==> config.mk <==
export PLATFORM = sky130hd
export DESIGN_NAME = key_ctrl_flat
export DESIGN_NICKNAME = d
export VERILOG_FILES = /design/src/rtl/key_ctrl_if.sv /design/src/rtl/key_ctrl.sv /design/src/flat_wrapper.sv
export SDC_FILE = /design/constraint.sdc
export NUM_CORES = 1
export LEC_CHECK = 0
export ABC_AREA = 1
export CAP_MARGIN = 40
export CORE_MARGIN = 2
export CORE_UTILIZATION = 55
export DETAILED_ROUTE_END_ITERATION = 16
export PLACE_DENSITY = 0.71
export SETUP_SLACK_MARGIN = 0.2
export SLEW_MARGIN = 10
export SYNTH_ARGS = -nofsm -noshare
export SYNTH_HDL_FRONTEND = slang
export SYNTH_SLANG_ARGS = --single-unit
==> constraint.sdc <==
create_clock -name clk -period 2.6 [get_ports clk]
set_input_delay 0.26 -clock clk [delete_from_list [all_inputs] [get_ports clk]]
set_output_delay 0.26 -clock clk [all_outputs]
set_load 0.03 [all_outputs]
==> src/rtl/key_ctrl_if.sv <==
// Stopwatch key-controller bundle: raw key inputs plus the control levels and debug
// pulses fed to Time_Counter. The slave modport is the controller side.
interface key_ctrl_if;
    logic       key_start;
    logic       key_clr;
    logic       cnt_en;
    logic       cnt_clr;
    logic [1:0] state;
    logic       start_evt;
    logic       clr_evt;

    modport master (
        output key_start,
        output key_clr,
        input  cnt_en,
        input  cnt_clr,
        input  state,
        input  start_evt,
        input  clr_evt
    );

    modport slave (
        input  key_start,
        input  key_clr,
        output cnt_en,
        output cnt_clr,
        output state,
        output start_evt,
        output clr_evt
    );
endinterface

==> src/rtl/key_ctrl.sv <==
// Stopwatch key conditioning (sync + debounce + press detect) and start/stop/clear FSM.
// All outputs are registered levels so the slow counter domain can sample them directly.
module key_ctrl #(
    parameter int unsigned DEB_CNT    = 20000,
    parameter logic        KEY_ACTIVE = 1'b0
) (
    input logic       clk,
    input logic       reset,
    key_ctrl_if.slave bus
);

    localparam int unsigned     CntW   = $clog2(DEB_CNT);
    localparam logic [CntW-1:0] CntMax = CntW'(DEB_CNT - 1);
    localparam logic [1:0]      KeyIdle = {2{~KEY_ACTIVE}};

    typedef enum logic [1:0] {
        StIdle  = 2'b00,
        StRun   = 2'b01,
        StPause = 2'b10
    } state_e;

    // Bit 0 is the start key, bit 1 the clear key.
    logic [1:0]      key_raw;
    logic [1:0]      sync1_q, sync2_q;
    logic [1:0]      stable_q, stable_d;
    logic [1:0]      prev_q;
    logic [1:0]      evt_q, evt_d;
    logic [CntW-1:0] deb_q [2];
    logic [CntW-1:0] deb_d [2];

    state_e state_q, state_d;
    logic   cnt_en_q, cnt_clr_q;

    assign key_raw = {bus.key_clr, bus.key_start};

    always_comb begin
        for (int i = 0; i < 2; i++) begin
            stable_d[i] = stable_q[i];
            deb_d[i]    = '0;
            // Any cycle where sync agrees with stable restarts the qualification window.
            if (sync2_q[i] != stable_q[i]) begin
                if (deb_q[i] == CntMax) begin
                    stable_d[i] = sync2_q[i];
                end else begin
                    deb_d[i] = deb_q[i] + CntW'(1);
                end
            end
            // prev_q lags stable_q by one clock, so the pulse lands the cycle after acceptance.
            evt_d[i] = (stable_q[i] == KEY_ACTIVE) && (prev_q[i] != KEY_ACTIVE);
        end
    end

    always_comb begin
        state_d = state_q;
        case (state_q)
            StIdle: begin
                if (evt_q[0]) state_d = StRun;
            end
            StRun: begin
                if (evt_q[0]) state_d = StPause;
            end
            StPause: begin
                // Clear takes priority over resume when both arrive together.
                if (evt_q[1]) begin
                    state_d = StIdle;
                end else if (evt_q[0]) begin
                    state_d = StRun;
                end
            end
            default: state_d = StIdle;
        endcase
    end

    always_ff @(posedge clk or negedge reset) begin
        if (!reset) begin
            sync1_q   <= KeyIdle;
            sync2_q   <= KeyIdle;
            stable_q  <= KeyIdle;
            prev_q    <= KeyIdle;
            evt_q     <= '0;
            deb_q[0]  <= '0;
            deb_q[1]  <= '0;
            state_q   <= StIdle;
            cnt_en_q  <= 1'b0;
            cnt_clr_q <= 1'b1;
        end else begin
            sync1_q   <= key_raw;
            sync2_q   <= sync1_q;
            stable_q  <= stable_d;
            prev_q    <= stable_q;
            evt_q     <= evt_d;
            deb_q[0]  <= deb_d[0];
            deb_q[1]  <= deb_d[1];
            state_q   <= state_d;
            cnt_en_q  <= (state_d == StRun);
            cnt_clr_q <= (state_d == StIdle);
        end
    end

    assign bus.cnt_en    = cnt_en_q;
    assign bus.cnt_clr   = cnt_clr_q;
    assign bus.state     = state_q;
    assign bus.start_evt = evt_q[0];
    assign bus.clr_evt   = evt_q[1];

endmodule
==> src/flat_wrapper.sv <==
// flat-port wrapper written by rule: the top's interface ports become plain ports
module key_ctrl_flat 
#(
    parameter int unsigned DEB_CNT    = 20000,
    parameter logic        KEY_ACTIVE = 1'b0
)
  (clk, reset, bus_key_start, bus_key_clr, bus_cnt_en, bus_cnt_clr, bus_state, bus_start_evt, bus_clr_evt);
  key_ctrl_if bus_i ();
  input logic clk;
  input logic reset;
  input wire logic [$bits(bus_i.key_start)-1:0] bus_key_start;
  input wire logic [$bits(bus_i.key_clr)-1:0] bus_key_clr;
  output wire logic [$bits(bus_i.cnt_en)-1:0] bus_cnt_en;
  output wire logic [$bits(bus_i.cnt_clr)-1:0] bus_cnt_clr;
  output wire logic [$bits(bus_i.state)-1:0] bus_state;
  output wire logic [$bits(bus_i.start_evt)-1:0] bus_start_evt;
  output wire logic [$bits(bus_i.clr_evt)-1:0] bus_clr_evt;
  assign bus_i.key_start = bus_key_start;
  assign bus_i.key_clr = bus_key_clr;
  assign bus_cnt_en = bus_i.cnt_en;
  assign bus_cnt_clr = bus_i.cnt_clr;
  assign bus_state = bus_i.state;
  assign bus_start_evt = bus_i.start_evt;
  assign bus_clr_evt = bus_i.clr_evt;
  key_ctrl #(.DEB_CNT(DEB_CNT), .KEY_ACTIVE(KEY_ACTIVE)) u_core (.clk(clk), .reset(reset), .bus(bus_i));
endmodule
# ---- Yosys cells after proc, flatten, opt, wreduce, memory -nomap -nowiden
# Cells that the tools add are included.
# Widths: inputs -> output; s select.
dict set report word_totals {
  ff_bits 44
  latchBits 0
  ramBits 0
  romBits 0
  output_inout_bits 6
  n_memories 0
}
dict set report classes {
  addsub 2
  multipliers 0
  div_mod_pow 0
  magnitude_cmp 0
  eq_ne 7
  n_shift 0
  n_mux 8
  n_bitwise 2
  reduce_logical 6
}
# op count
set ops {}
lappend ops {{$mux 15} 4}
lappend ops {{$add 15x1->15 const B} 2}
lappend ops {{$eq 15x15->1 const B} 2}
lappend ops {{$mux 2} 3}
lappend ops {{$pmux 2 s3} 1}
lappend ops {{$eq 2x1->1 const B} 2}
lappend ops {{$logic_not 2->1} 2}
lappend ops {{$reduce_and 2->1} 2}
lappend ops {{$eq 2x2->1 const B} 1}
lappend ops {{$logic_and 1x1->1} 2}
lappend ops {{$ne 1x1->1} 2}
lappend ops {{$not 1->1} 2}

# ---- Longest topological paths before layout
dict set report logic_depth {
  word_depth 4
  depth_mapped 8
  depth_no_buf 8
}

# ---- Least setup slack after synthesis
# OpenSTA, ideal clock, no wires.
dict set report synth_path {
  path_type {register -> register}
  from {register u_core.deb_q[15] (netlist name)}
  to {register u_core.deb_q[25] (netlist name)}
  arrival_time_ns 1.118
  required_ns 2.480
  setup_slack_ns 1.362
  path_stages_with_launch 9
  n_path_buf 0
  synth_period_minus_slack_ns 1.238
  cell_sequence {dfrtp_1 -> ha_1 -> nand2_1 -> inv_1 -> nand2_1 -> nor2_2 -> nand2_2 -> nand2_4 -> nor2_1}
}
# element line_no
set synth_lines {}
lappend synth_lines {{from (decl)} key_ctrl.sv:28} ;# logic [CntW-1:0] deb_q [2];

# ---- Worst setup path in the final report
dict set report layout_path {
  from {register u_core.cnt_clr_q, in the netlist u_core.bus.cnt_clr}
  to {output bus_cnt_clr}
}
# element line_no
set layout_lines {}
lappend layout_lines {{from (decl)} key_ctrl.sv:32} ;# logic cnt_en_q, cnt_clr_q;
lappend layout_lines {{from (signal assigned)} key_ctrl.sv:96} ;# cnt_clr_q <= (state_d == StIdle);
lappend layout_lines {{to (decl)} flat_wrapper.sv:14} ;# output wire logic [$bits(bus_i.cnt_clr)-1:0] bus_cnt_clr;
# No word-level cell between the ends.

==> qor_table.md <==
| Metric | Value | Unit |
|:---|:---|:---|
| Effective utilization at floorplan | 58.6 | % |
| Area leader, netlist | dfrtp_1 | - |
| Final count of hold timing violations | 0 | - |
| Final Net Count | 282 | - |
| Critical Path Start | u_core.bus.cnt_clr | - |
| Number of distinct library cells after synthesis | 25 | - |
| Category of the critical setup timing path | reg -> out | - |
| Largest net degree at the start of global routing | 24 | - |
| Worst Setup Slack, final | 0.858 | ns |
| Peak supply drop | 346 | uV |
| Proportion of synthesized flip-flops having asynchronous set or reset | 100 | % |
| Slowest library cell on the worst path | clkdlybuf4s50_1 | - |
| Type of the most critical hold path | reg -> reg | - |
| EDFF count, synth | 0 | - |
| Post-synthesis net count | 265 | - |
| Critical path buffer and inverter count | 1 | - |
| Total of max-cap violations | 0 | - |
| Clock buffers created by TritonCTS | 5 | - |
| Switching part of the total | 22.2 | % |
| Top-count cell post-synth | nor2_1 | - |
| Max-slew violation count | 0 | - |
| Clock share of power | 41.5 | % |
| Startpoint Class | flip-flop | - |
| Top cells by area in the synthesized netlist | dfrtp_1 (40%), dfstp_2 (11%), nor2_1 (10%) | - |
| Total power divided by cell area | 520 | mW/mm2 |
| Maximum root-to-sink buffer count | 2 | - |
| Layout-stage area growth over the synthesis result | 13.4 | % |
| Combinational share of power | 3.9 | % |
| Gate family responsible for the most delay along the worst path | buffers and inverters | - |
| Vertical die dimension | 67.1 | um |
| Overall die area | 0.00451 | mm2 |
| Antenna Nets Post-Route | 0 | - |
| Vias/cell | 5.07 | - |
| RSZ-0062 raised after global routing | false | - |
| Layout filler cell count | 341 | - |
| Detailed-route wire length per cell | 12.3 | um |
| Length in cells of the worst reg-to-reg path | 8 | - |
| CTS sink count | 44 | - |
| Synthesized netlist cell count | 259 | - |
| Status | finished, final reports clean | - |
| Static leakage | 1.06 | nW |
| Final Wtd Congestion | 0.875 | - |
| Total number of vias | 1649 | - |
| Slowest stage delay, CP | 0.65 | ns |
| Total power consumption of the routed design | 0.00129 | W |
| Synthesized area | 0.00219 | mm2 |
| Power Internal | 0.00101 | W |
| Worst path arrival time | 1.48 | ns |
| Critical path required time | 2.34 | ns |
| Register share of total power | 54.6 | % |
| Clock latency on the worst-skew pair | 0.30 | ns |
| Source of the worst register-to-register timing path | u_core.deb_q[15] | - |
| Synth Register Bits | 44 | - |
| Slew margin rel. | 65.2 | % |
| Yosys warning total | 0 | - |
| CP Capture Type | primary output | - |
| Fraction of the yosys area taken by sequential cells | 50.7 | % |
| Number of port buffers | 9 | - |
| Main synth FF type | dfrtp_1 | - |
| Cell depth of the worst min-delay path | 0 | - |
| H-tree depth reported by CTS | 2 | - |
| Psw | 0.000287 | W |
| Max Clock Skew | 0.00881 | ns |
| HPWL after DPL | 3040 | um |
| Max FO, Critical Path | 1 | - |
| Final antenna diode count | 0 | - |
| CTS clk-pin slew, worst paths | 0.09 | ns |
| Number of antenna violations at the first check in global routing | 0 | - |
| Flip-flop and latch area | 0.00111 | mm2 |
| Die outline width | 67.1 | um |
| Rows | 22 | - |
| CTS tree | done | - |
| IO Pins | 10 | - |
| Total negative slack | 0 | ns |
| Final-report setup violation count | 0 | - |
| Grt ovf | 0 | - |
| Area occupied by multi-input gates | 966 | um2 |
| Post-detailed-route DRC marker count | 0 | - |
| Maximum clock frequency | 574 | MHz |
| Ordered cell list for the critical path | clkdlybuf4s50_1 | - |
| Logic depth of the worst path, buffers included | 1 | - |
| Mean cell area of the mapped netlist | 8.46 | um2 |
| Post-synth top cells | nor2_1 (60), nand2_1 (43), dfrtp_1 (35) | - |
| Final wirelength | 4000 | um |
| Total global routing track utilization | 21.4 | % |
| Area share of the leading cell type in the synthesized netlist | 40.0 | % |
| Drt first-iter violations | 114 | - |
| Core ar. | 0.00374 | mm2 |
| Final Cycle Share | 67.0 | % |
| Buffer type at the clock tree root | clkbuf_8 | - |
| Transition time at the pin with the least slew margin | 0.522 | ns |
| Share of final-layout standard cells stronger than drive strength 1 | 18.8 | % |
| Resized cells post-CTS | 0 | - |
| Via count of the first global-routing pass | 1637 | - |
| Place WS | 1.18 | ns |
| Total iterations of the first detailed-routing run | 4 | - |
| Final critical path time including I/O delays and setup | 1.74 | ns |
| Global-route wire length before repair | 7130 | um |
| Worst Hold Launch | u_core.sync1_q[0] | - |
-- layer usage --
layer | vias to the layer above | GRT usage (%) | share of wire (%)
met1 | 778 | 24.7 | 43
met5 | - | 0 | 0
met2 | 18 | 38.9 | 53
li1 | 846 | - | -
met3 | 7 | 4.67 | 2.5
met4 | 0 | 7.40 | 1.4
-- area by class of cell --
type                            instances  area share, %
Sequential cell                        44           44.8
Timing Repair Buffer                   11           4.93
Tap cell                               48           2.42
Multi-Input combinational cell        185           38.9
Clock buffer                            5           2.77
Inverter                               29           4.38
Clock inverter                          3           1.86
-- worst paths after layout --
| path | endpoint | slack [ns] |
|---|---|---|
| max | bus_cnt_clr | 0.86 |
| min | u_core.sync2_q[0] | 0.36 |
| max reg2reg | u_core.deb_q[16] | 1.20 |
| min reg2reg | u_core.sync2_q[0] | 0.36 |
| max in group asynchronous | u_core.sync1_q[0] | 1.58 |
| min in group asynchronous | u_core.deb_q[21] | 0.46 |
-- worst register-to-register path: stages, from the launching register on --
cell     delay (ns)
dfrtp_1        0.39
ha_1           0.23
nand2_1        0.09
inv_1          0.07
nand2_1        0.08
nor2_2         0.16
nand2_2        0.10
nand2_4        0.11
nor2_1         0.05
-- stage by stage --
step                      hold slack [ns]  util [%]  cells  area [um2]
after floorplan                   -0.0356         -    259        2190
after global placement              0.346      62.3    315        2330
after detailed placement            0.258      63.0    316        2360
after CTS                           0.357      66.4    325        2480
after global routing                0.356      66.4    325        2480
final                               0.359      66.4    325        2480
-- repair_timing --
item / 4_1_cts / 5_1_grt
setup buffers: 0 / 0
hold endpoints to repair: 19 / 0
hold buffers: 1 / 0
-- power by group through the flow --
stage                     Combinational [W]  Clock [W]  Sequential, W
final                             0.0000505   0.000536       0.000705
after global routing              0.0000597   0.000581       0.000707
after CTS                         0.0000524   0.000555       0.000706
after detailed placement          0.0000513          0       0.000719
after global placement            0.0000456          0       0.000718
after floorplan                   0.0000227          0       0.000717
-- registers in the layout, summed over array words and instances, names as in the netlist --
| register | cells |
|---|---|
| u_core.bus.cnt_clr | 1 |
| u_core.bus.cnt_en | 1 |
| u_core.bus.state | 2 |
| u_core.deb_q | 30 |
| u_core.evt_q | 2 |
| u_core.prev_q | 2 |
| u_core.stable_q | 2 |
| u_core.sync1_q | 2 |
| u_core.sync2_q | 2 |
-- cell usage in the layout (no fill, tap or decap), drive strengths merged, types with 5 or more instances in the layout --
cell	netlist	layout
inv	29	30
xor2	8	8
nand2	56	56
nand3	16	16
o21ai	9	9
dfrtp	35	35
clkbuf	0	5
clkdlybuf4s50	0	8
dfstp	9	9
nand4	7	7
nor2	70	70
-- kinds of logic (layout without fill, tap and decap cells) --
family / Yosys count / after routing / share of synthesized area [%]
AND/OR/NAND/NOR: 155 / 155 / 32.9
flip-flops: 44 / 44 / 50.7
buffers and inverters: 30 / 48 / 5.19
AO/OA/AOI/OAI: 18 / 18 / 5.31
XOR/XNOR: 10 / 10 / 4.68
adder cells (fa/ha/maj): 2 / 2 / 1.14
No activity file was read; power rests on OpenSTA's default activity.
